**src/rtl/noise_pkg.sv**
```systemverilog
`default_nettype none
// ============================================================================
//  Module   : noise_pkg
//  Purpose  : Shared types, helpers and derived constants for the Gaussian
//             noise generator.
//  Revision : 1.0  initial release
// ============================================================================
package noise_pkg;

    typedef enum logic [1:0] {
        IDLE  = 2'd0,
        RUN   = 2'd1,
        DRAIN = 2'd2
    } state_t;

    localparam int c_OUT_TWOS   = 0;
    localparam int c_OUT_OFFSET = 1;

    function automatic int clog2(input int n);
        int r;
        int v;
        r = 0;
        v = 1;
        while (v < n) begin
            v = v * 2;
            r = r + 1;
        end
        return r;
    endfunction

    function automatic int sum_w(input int n, input int w);
        return w + clog2(n);
    endfunction

    function automatic longint mean_sum(input int n, input int w);
        return longint'(n) << (w - 1);
    endfunction

    function automatic int lat(input int n);
        return clog2(n) + 2;
    endfunction

    localparam int     c_SUM_W    = sum_w(12, 12);
    localparam longint c_MEAN_SUM = mean_sum(12, 12);
    localparam int     c_LAT      = lat(12);

endpackage
`default_nettype wire

```
**src/rtl/adder_tree_pipe.sv**
```systemverilog
`default_nettype none
// ============================================================================
//  Module   : adder_tree_pipe
//  Purpose  : Pipelined binary adder tree, one register per level, with a
//             valid tag travelling alongside the data.
//  Revision : 1.0  initial release
// ============================================================================
module adder_tree_pipe
    import noise_pkg::*;
#(
    parameter int N = 12,
    parameter int W = 12
) (
    input  logic                       CLK,
    input  logic                       RESET,
    input  logic [N*W-1:0]             in_data,
    input  logic                       in_vld,
    output logic [W+clog2(N)-1:0]      sum_out,
    output logic                       sum_vld,
    output logic                       busy
);

    localparam int c_LVLS   = clog2(N);
    localparam int c_LEAVES = 1 << c_LVLS;
    localparam int c_SW     = W + c_LVLS;

    logic [c_SW-1:0]   w_src  [c_LVLS][c_LEAVES];
    logic [c_SW-1:0]   r_tree [c_LVLS][c_LEAVES/2];
    logic [c_LVLS-1:0] r_vld;

    // Level 0 reads zero-padded leaves; deeper levels read the previous register row.
    always_comb begin
        for (int lv = 0; lv < c_LVLS; lv++) begin
            for (int i = 0; i < c_LEAVES; i++) begin
                w_src[lv][i] = '0;
            end
        end
        for (int i = 0; i < N; i++) begin
            w_src[0][i] = {{c_LVLS{1'b0}}, in_data[i*W +: W]};
        end
        for (int lv = 1; lv < c_LVLS; lv++) begin
            for (int i = 0; i < c_LEAVES/2; i++) begin
                w_src[lv][i] = r_tree[lv-1][i];
            end
        end
    end

    always_ff @(posedge CLK) begin
        for (int lv = 0; lv < c_LVLS; lv++) begin
            for (int i = 0; i < (c_LEAVES >> (lv + 1)); i++) begin
                r_tree[lv][i] <= w_src[lv][2*i] + w_src[lv][2*i+1];
            end
        end
        if (RESET) begin
            r_vld <= '0;
        end else begin
            r_vld[0] <= in_vld;
            for (int lv = 1; lv < c_LVLS; lv++) begin
                r_vld[lv] <= r_vld[lv-1];
            end
        end
    end

    assign sum_out = r_tree[c_LVLS-1][0];
    assign sum_vld = r_vld[c_LVLS-1];
    assign busy    = |r_vld;

endmodule
`default_nettype wire

```
**src/rtl/gauss_noise_gen.sv**
```systemverilog
`default_nettype none
// ============================================================================
//  Module   : gauss_noise_gen
//  Purpose  : Central-limit Gaussian noise source: sum, de-mean, scale by
//             sigma, saturate, format and write to the noise FIFO.
//  Revision : 1.0  initial release
// ============================================================================
module gauss_noise_gen
    import noise_pkg::*;
#(
    parameter int N_RND    = 12,
    parameter int RND_W    = 12,
    parameter int OUT_W    = 12,
    parameter int SIGMA_W  = 10,
    parameter int SHIFT    = 12,
    parameter int OUT_MODE = 1
) (
    input  logic                   CLK,
    input  logic                   RESET,
    input  logic                   START,
    input  logic                   STOP,
    input  logic [SIGMA_W-1:0]     SIGMA,
    input  logic [N_RND*RND_W-1:0] RND_BUS,
    input  logic                   RND_VALID,
    input  logic                   FIFO_FULL,
    output logic                   FIFO_WR,
    output logic                   FIFO_SCLR,
    output logic [OUT_W-1:0]       NOISE_OUT,
    output logic                   BUSY,
    output logic                   DONE,
    output logic                   OVERFLOW,
    output logic [15:0]            CLIP_CNT
);

    localparam int c_SUM_W = sum_w(N_RND, RND_W);
    localparam int c_PW    = c_SUM_W + SIGMA_W + 2;
    localparam logic [c_SUM_W:0] c_MEAN = (c_SUM_W+1)'(mean_sum(N_RND, RND_W));
    localparam logic signed [c_PW-1:0] c_QMAX = {{(c_PW-OUT_W+1){1'b0}}, {(OUT_W-1){1'b1}}};
    localparam logic signed [c_PW-1:0] c_QMIN = {{(c_PW-OUT_W+1){1'b1}}, {(OUT_W-1){1'b0}}};

    state_t                  r_state;
    logic [SIGMA_W-1:0]      r_sigma;
    logic                    r_sclr;
    logic                    r_done;
    logic                    r_ovf;
    logic [15:0]             r_clip;
    logic                    r_wr;
    logic [OUT_W-1:0]        r_noise;
    logic                    r_mul_vld;
    logic signed [c_PW-1:0]  r_mul;

    logic                    w_inject;
    logic [c_SUM_W-1:0]      w_sum;
    logic                    w_sum_vld;
    logic                    w_tree_busy;
    logic signed [c_SUM_W:0] w_c;
    logic signed [c_PW-1:0]  w_p;
    logic signed [c_PW-1:0]  w_q;
    logic                    w_clip;
    logic [OUT_W-1:0]        w_sat;
    logic [OUT_W-1:0]        w_fmt;

    // The STOP cycle itself never injects, even with fresh random data present.
    assign w_inject = (r_state == RUN) && RND_VALID && !STOP;

    adder_tree_pipe #(
        .N (N_RND),
        .W (RND_W)
    ) u_tree (
        .CLK     (CLK),
        .RESET   (RESET),
        .in_data (RND_BUS),
        .in_vld  (w_inject),
        .sum_out (w_sum),
        .sum_vld (w_sum_vld),
        .busy    (w_tree_busy)
    );

    assign w_c    = $signed({1'b0, w_sum}) - $signed(c_MEAN);
    assign w_p    = w_c * $signed({1'b0, r_sigma});
    assign w_q    = r_mul >>> SHIFT;
    assign w_clip = (w_q > c_QMAX) || (w_q < c_QMIN);
    assign w_sat  = (w_q > c_QMAX) ? c_QMAX[OUT_W-1:0] :
                    (w_q < c_QMIN) ? c_QMIN[OUT_W-1:0] : w_q[OUT_W-1:0];
    // Offset binary is the two's complement code with its sign bit inverted.
    assign w_fmt  = {w_sat[OUT_W-1] ^ (OUT_MODE == c_OUT_OFFSET), w_sat[OUT_W-2:0]};

    always_ff @(posedge CLK) begin
        r_mul <= w_p;
        if (RESET) begin
            r_state   <= IDLE;
            r_sigma   <= '0;
            r_sclr    <= 1'b0;
            r_done    <= 1'b0;
            r_ovf     <= 1'b0;
            r_clip    <= '0;
            r_wr      <= 1'b0;
            r_noise   <= '0;
            r_mul_vld <= 1'b0;
        end else begin
            r_sclr    <= 1'b0;
            r_done    <= 1'b0;
            r_mul_vld <= w_sum_vld;
            r_wr      <= r_mul_vld && !FIFO_FULL;
            case (r_state)
                IDLE: begin
                    if (START) begin
                        r_state <= RUN;
                        r_sigma <= SIGMA;
                        r_sclr  <= 1'b1;
                        r_ovf   <= 1'b0;
                        r_clip  <= '0;
                    end
                end
                RUN: begin
                    if (STOP) begin
                        r_state <= DRAIN;
                    end
                end
                DRAIN: begin
                    if (!w_tree_busy && !r_mul_vld) begin
                        r_state <= IDLE;
                        r_done  <= 1'b1;
                    end
                end
                default: r_state <= IDLE;
            endcase
            if (r_mul_vld) begin
                if (FIFO_FULL) begin
                    r_ovf <= 1'b1;
                end else begin
                    r_noise <= w_fmt;
                end
                if (w_clip && (r_clip != 16'hFFFF)) begin
                    r_clip <= r_clip + 16'd1;
                end
            end
        end
    end

    // Reset forces the quiescent output values in the very cycle it is asserted.
    assign FIFO_WR   = r_wr & ~RESET;
    assign FIFO_SCLR = r_sclr | RESET;
    assign NOISE_OUT = RESET ? '0 : r_noise;
    assign BUSY      = (r_state != IDLE) & ~RESET;
    assign DONE      = r_done & ~RESET;
    assign OVERFLOW  = r_ovf & ~RESET;
    assign CLIP_CNT  = RESET ? '0 : r_clip;

endmodule
`default_nettype wire

```
**config.mk**
```make
export PLATFORM = sky130hd
export DESIGN_NAME = gauss_noise_gen
export DESIGN_NICKNAME = d
export VERILOG_FILES = /design/src/rtl/noise_pkg.sv /design/src/rtl/adder_tree_pipe.sv /design/src/rtl/gauss_noise_gen.sv
export SDC_FILE = /design/constraint.sdc
export NUM_CORES = 1
export LEC_CHECK = 0
export ABC_AREA = 1
export CORE_ASPECT_RATIO = 0.7
export CORE_MARGIN = 2
export CORE_UTILIZATION = 59
export CTS_CLUSTER_DIAMETER = 50
export DETAILED_ROUTE_END_ITERATION = 7
export HOLD_SLACK_MARGIN = 0.03
export PLACE_DENSITY = 0.82
export SLEW_MARGIN = 20
export SYNTH_ARGS = -nofsm -noshare
export SYNTH_HDL_FRONTEND = slang
export SYNTH_SLANG_ARGS = --single-unit
```
**constraint.sdc**
```tcl
create_clock -name CLK -period 5.7 [get_ports CLK]
set_input_delay 1.14 -clock CLK [delete_from_list [all_inputs] [get_ports CLK]]
set_output_delay 1.14 -clock CLK [all_outputs]
set_load 0.02 [all_outputs]
```
==> metrics.md, run 1 <==
| Metric | Value |
|---|---|
| Final Hold Viols | 0 |
| Syn_area_per_cell | 7.61 µm² |
| Growth of design area from synthesis to finish | 16.9% |
| Synth Area in Simple Gates | 19.2% |
| Top cell type's share of synthesized area | 23.9% |
| Core Area | 0.0322 mm² |
| Hold_sp | u_tree.r_tree[1][50]$_DFF_P_ |
| Vias in the first global route | 16,300 |
| Tmin final | 5400 ps |
| Metal3 WL | 3430 µm |
| IO buf count | 192 |
| Post-Route Setup TNS | 0 ps |
| CTS H-tree depth | 1 |
| Via density | 5.29 |
| Synth warn | 0 |
| Status | complete, no violations |
| Top layer in use | met4 |
| Synth area leader | dfxtp_1 |
| R2R depth | 18 |
| Die Area | 0.0341 mm² |
| Largest family of logic cells by synthesized area | adder cells |
| ANT nets after route | 0 |
| Post-synth ARST share | 0% |
| Setup Viol. Count Final | 0 |
| Multiplexer area fraction after synthesis | 0% |
| Slew HR | 53.9% |
| Clk buf depth | 3 |
| Root buffer cell | clkbuf_16 |
| Die X | 220 µm |
| HPWL Detailed | 37,400 µm |
| Synth Area in XOR/XNOR | 6.27% |
| Setup WS post-layout | 304 ps |
| Clk_lat worst skew | 550 ps |
| Setup Skew | 11.4 ps |
| Initial Util | 59.8% |
| Drt pass-1 iters | 5 |
| Mapped Area | 0.0192 mm² |
| R2r startpoint | r_sigma[2]$_SDFFE_PP0P_ |
| Post-synthesis cell count | 2,529 |
| DR DRC count | 0 |
| RePlAce Congestion | 0.932 |
| Max Slew Vio Count | 0 |
| Post-route clock period utilization | 94.7% |
| Tot GR Track Use | 27.1% |
| Top cells by count, synth | nand2_1, inv_1, dfxtp_1 |
| Critical path required time | 6140 ps |
| Mapped Nets | 3,053 |
| Top FF cell, synth | dfxtp_1 |
| Share of cells above drive strength 1 | 3.32% |
| Register area share after synthesis | 23.9% |
| Post-synthesis register bit count | 230 |
| RSZ-0062 raised after global routing | false |
| CTS tree | built |
| Post-synthesis cell type count | 45 |
| Crit start category | flip-flop |
| Initial antenna violation count | 0 |
| Nets@finish | 3,243 |
| DRT iter0 DRCs | 1,352 |
| Synth Area in Adders | 29.5% |
| WL final | 45,100 µm |
| M1 WL | 21,600 µm |
| Setup slack, reg-to-reg | 300 ps |
| Setup bufs post-CTS | 0 |
| Max Cap Viol | 0 |
| Routed vias | 16,700 |
| Pre-CTS WS | 197 ps |
| Synth area leaders | dfxtp_1, fa_1, ha_1 |
| Worst-Margin Slew | 691 ps |
| Max FO, Critical Path | 11 |
| CTS sink count | 230 |
| Io pins | 193 |
| Hold Path Stages | 0 |
| Row Count | 55 |
| Compound-Gate Fraction of Synth Area | 10.0% |
| EDFF count, synth | 0 |
| DR WL/cell | 14.2 µm |
| Fmax | 185 MHz |
| Number of buffers created by CTS | 26 |
| Clock Pin Slew Worst Setup and Hold Paths | 60 ps |
| Pin count of the biggest net entering global routing | 48 |
| First-pass GRT wire length | 76,500 µm |
| Count leader, synth | nand2_1 |
| Crit path DAT | 5830 ps |
| WL met2 | 19,400 µm |
| WHS Endpoint | u_tree.r_tree[2][66]$_DFF_P_ |
| R2r endpoint | r_mul[24]$_DFF_P_ |
| Crit Path Category | reg2reg |
| Gr ovfl total | 0 |
| Chip height | 155 µm |
| HP Class | reg2reg |
| Crit. End Element | flip-flop |
## metal layers
metal | up-vias | global-route usage, %
li1 | 8306 | -
met4 | 0 | 4.06
met1 | 7772 | 39.9
met3 | 59 | 4.46
met5 | - | 0
met2 | 608 | 42.9
## flip-flops by register name (all words and copies together), names as in the netlist
name	count
u_tree.r_tree	165
r_clip	16
r_mul	16
r_noise	12
r_sigma	10
u_tree.r_vld	4
r_state	2
r_done	1
r_mul_vld	1
r_ovf	1
r_sclr	1
r_wr	1
## logic make-up (layout without fill, tap and decap cells)
kind of cell | Yosys count | count (layout)
and+or+nand+nor | 898 | 898
buffers and inverters | 557 | 767
adders and majority gates | 364 | 364
AOI/OAI and AO/OA | 343 | 343
DFF | 230 | 230
xor gates and xnor gates | 137 | 137
other | 0 | 1
## layout make-up
cell class              instances  area (µm²)
diodes                          1        2.50
clock buffers                  32         723
clock inverters                16         146
fillers                      2558        9700
inverters                     510        1910
multi-input cells            1742       12500
flip-flops and latches        230        4610
well taps                     427         534
repair buffers                209        2050
## timing repair
action / 4_1_cts / 5_1_grt
gates resized for setup: 0 / 5
hold buffers: 0 / 0
endpoints found under the setup margin: 0 / 7
hold endpoints to repair: 0 / 0
## worst max-delay path, cell delays in order, from the launching register on
cell and delay, ps:
dfxtp_1 760, buf_4 290, nand2_1 80, fa_1 530, fa_1 440, fa_1 500, inv_1 60, fa_1 550
inv_1 70, fa_1 540, inv_1 40, ha_1 310, a21o_1 170, a21boi_0 270, nor2_1 120, o21ai_0 290
nand3_1 120, nand2_1 80, nand2_1 50
## how the worst max path moves through the flow
stage	endpoint	startpoint	depth (start not counted)	slack, ps
after floorplan	r_mul[27]$_DFF_P_	u_tree.r_tree[3][88]$_DFF_P_	21	770
after global routing	r_mul[27]$_DFF_P_	u_tree.r_tree[3][87]$_DFF_P_	21	9
after detailed placement	r_mul[27]$_DFF_P_	u_tree.r_tree[3][87]$_DFF_P_	21	200
after CTS	r_mul[27]$_DFF_P_	u_tree.r_tree[3][87]$_DFF_P_	21	160
after global placement	r_mul[20]$_DFF_P_	u_tree.r_tree[3][87]$_DFF_P_	17	300
final	r_mul[24]$_DFF_P_	r_sigma[2]$_SDFFE_PP0P_	18	300
## cell usage in the layout (no fill, tap or decap), drive strengths merged, types with 83 or more instances in the layout
| master | synthesis | routed |
|---|---|---|
| xor2 | 93 | 93 |
| fa | 151 | 151 |
| nand3 | 83 | 83 |
| dfxtp | 230 | 230 |
| nand2 | 546 | 546 |
| clkdlybuf4s50 | 0 | 192 |
| o21ai | 118 | 118 |
| ha | 213 | 213 |
| nor2 | 187 | 187 |
| inv | 510 | 512 |
| a21oi | 154 | 154 |
## per-stage QoR
stage | hold WS, ps | cells | util, % | instance area, µm²
2_1_floorplan | 310 | 2529 | - | 19200
3_3_place_gp | 317 | 3118 | 67.1 | 21600
3_5_place_dp | 314 | 3118 | 67.1 | 21600
4_1_cts | 327 | 3166 | 69.8 | 22500
5_1_grt | 330 | 3166 | 69.9 | 22500
6_report | 326 | 3167 | 69.9 | 22500
Power of run 1 is left out: the tool's default activity adds up to more than one toggle a clock period on the data nets, which glitch-free logic cannot reach.
==> run 2, diff against run 1 <==
--- a/config.mk
+++ b/config.mk
@@ -6,12 +6,12 @@
 export NUM_CORES = 1
 export LEC_CHECK = 0
 export ABC_AREA = 1
+export CAP_MARGIN = 20
 export CORE_ASPECT_RATIO = 0.7
 export CORE_MARGIN = 2
 export CORE_UTILIZATION = 59
 export CTS_CLUSTER_DIAMETER = 50
 export DETAILED_ROUTE_END_ITERATION = 7
-export HOLD_SLACK_MARGIN = 0.03
 export PLACE_DENSITY = 0.82
 export SLEW_MARGIN = 20
 export SYNTH_ARGS = -nofsm -noshare
==> results of run 2 <==
Same layout as run 1: the final DEF is identical, and so are final timing and power.
Power of run 2 is left out for the same reason.
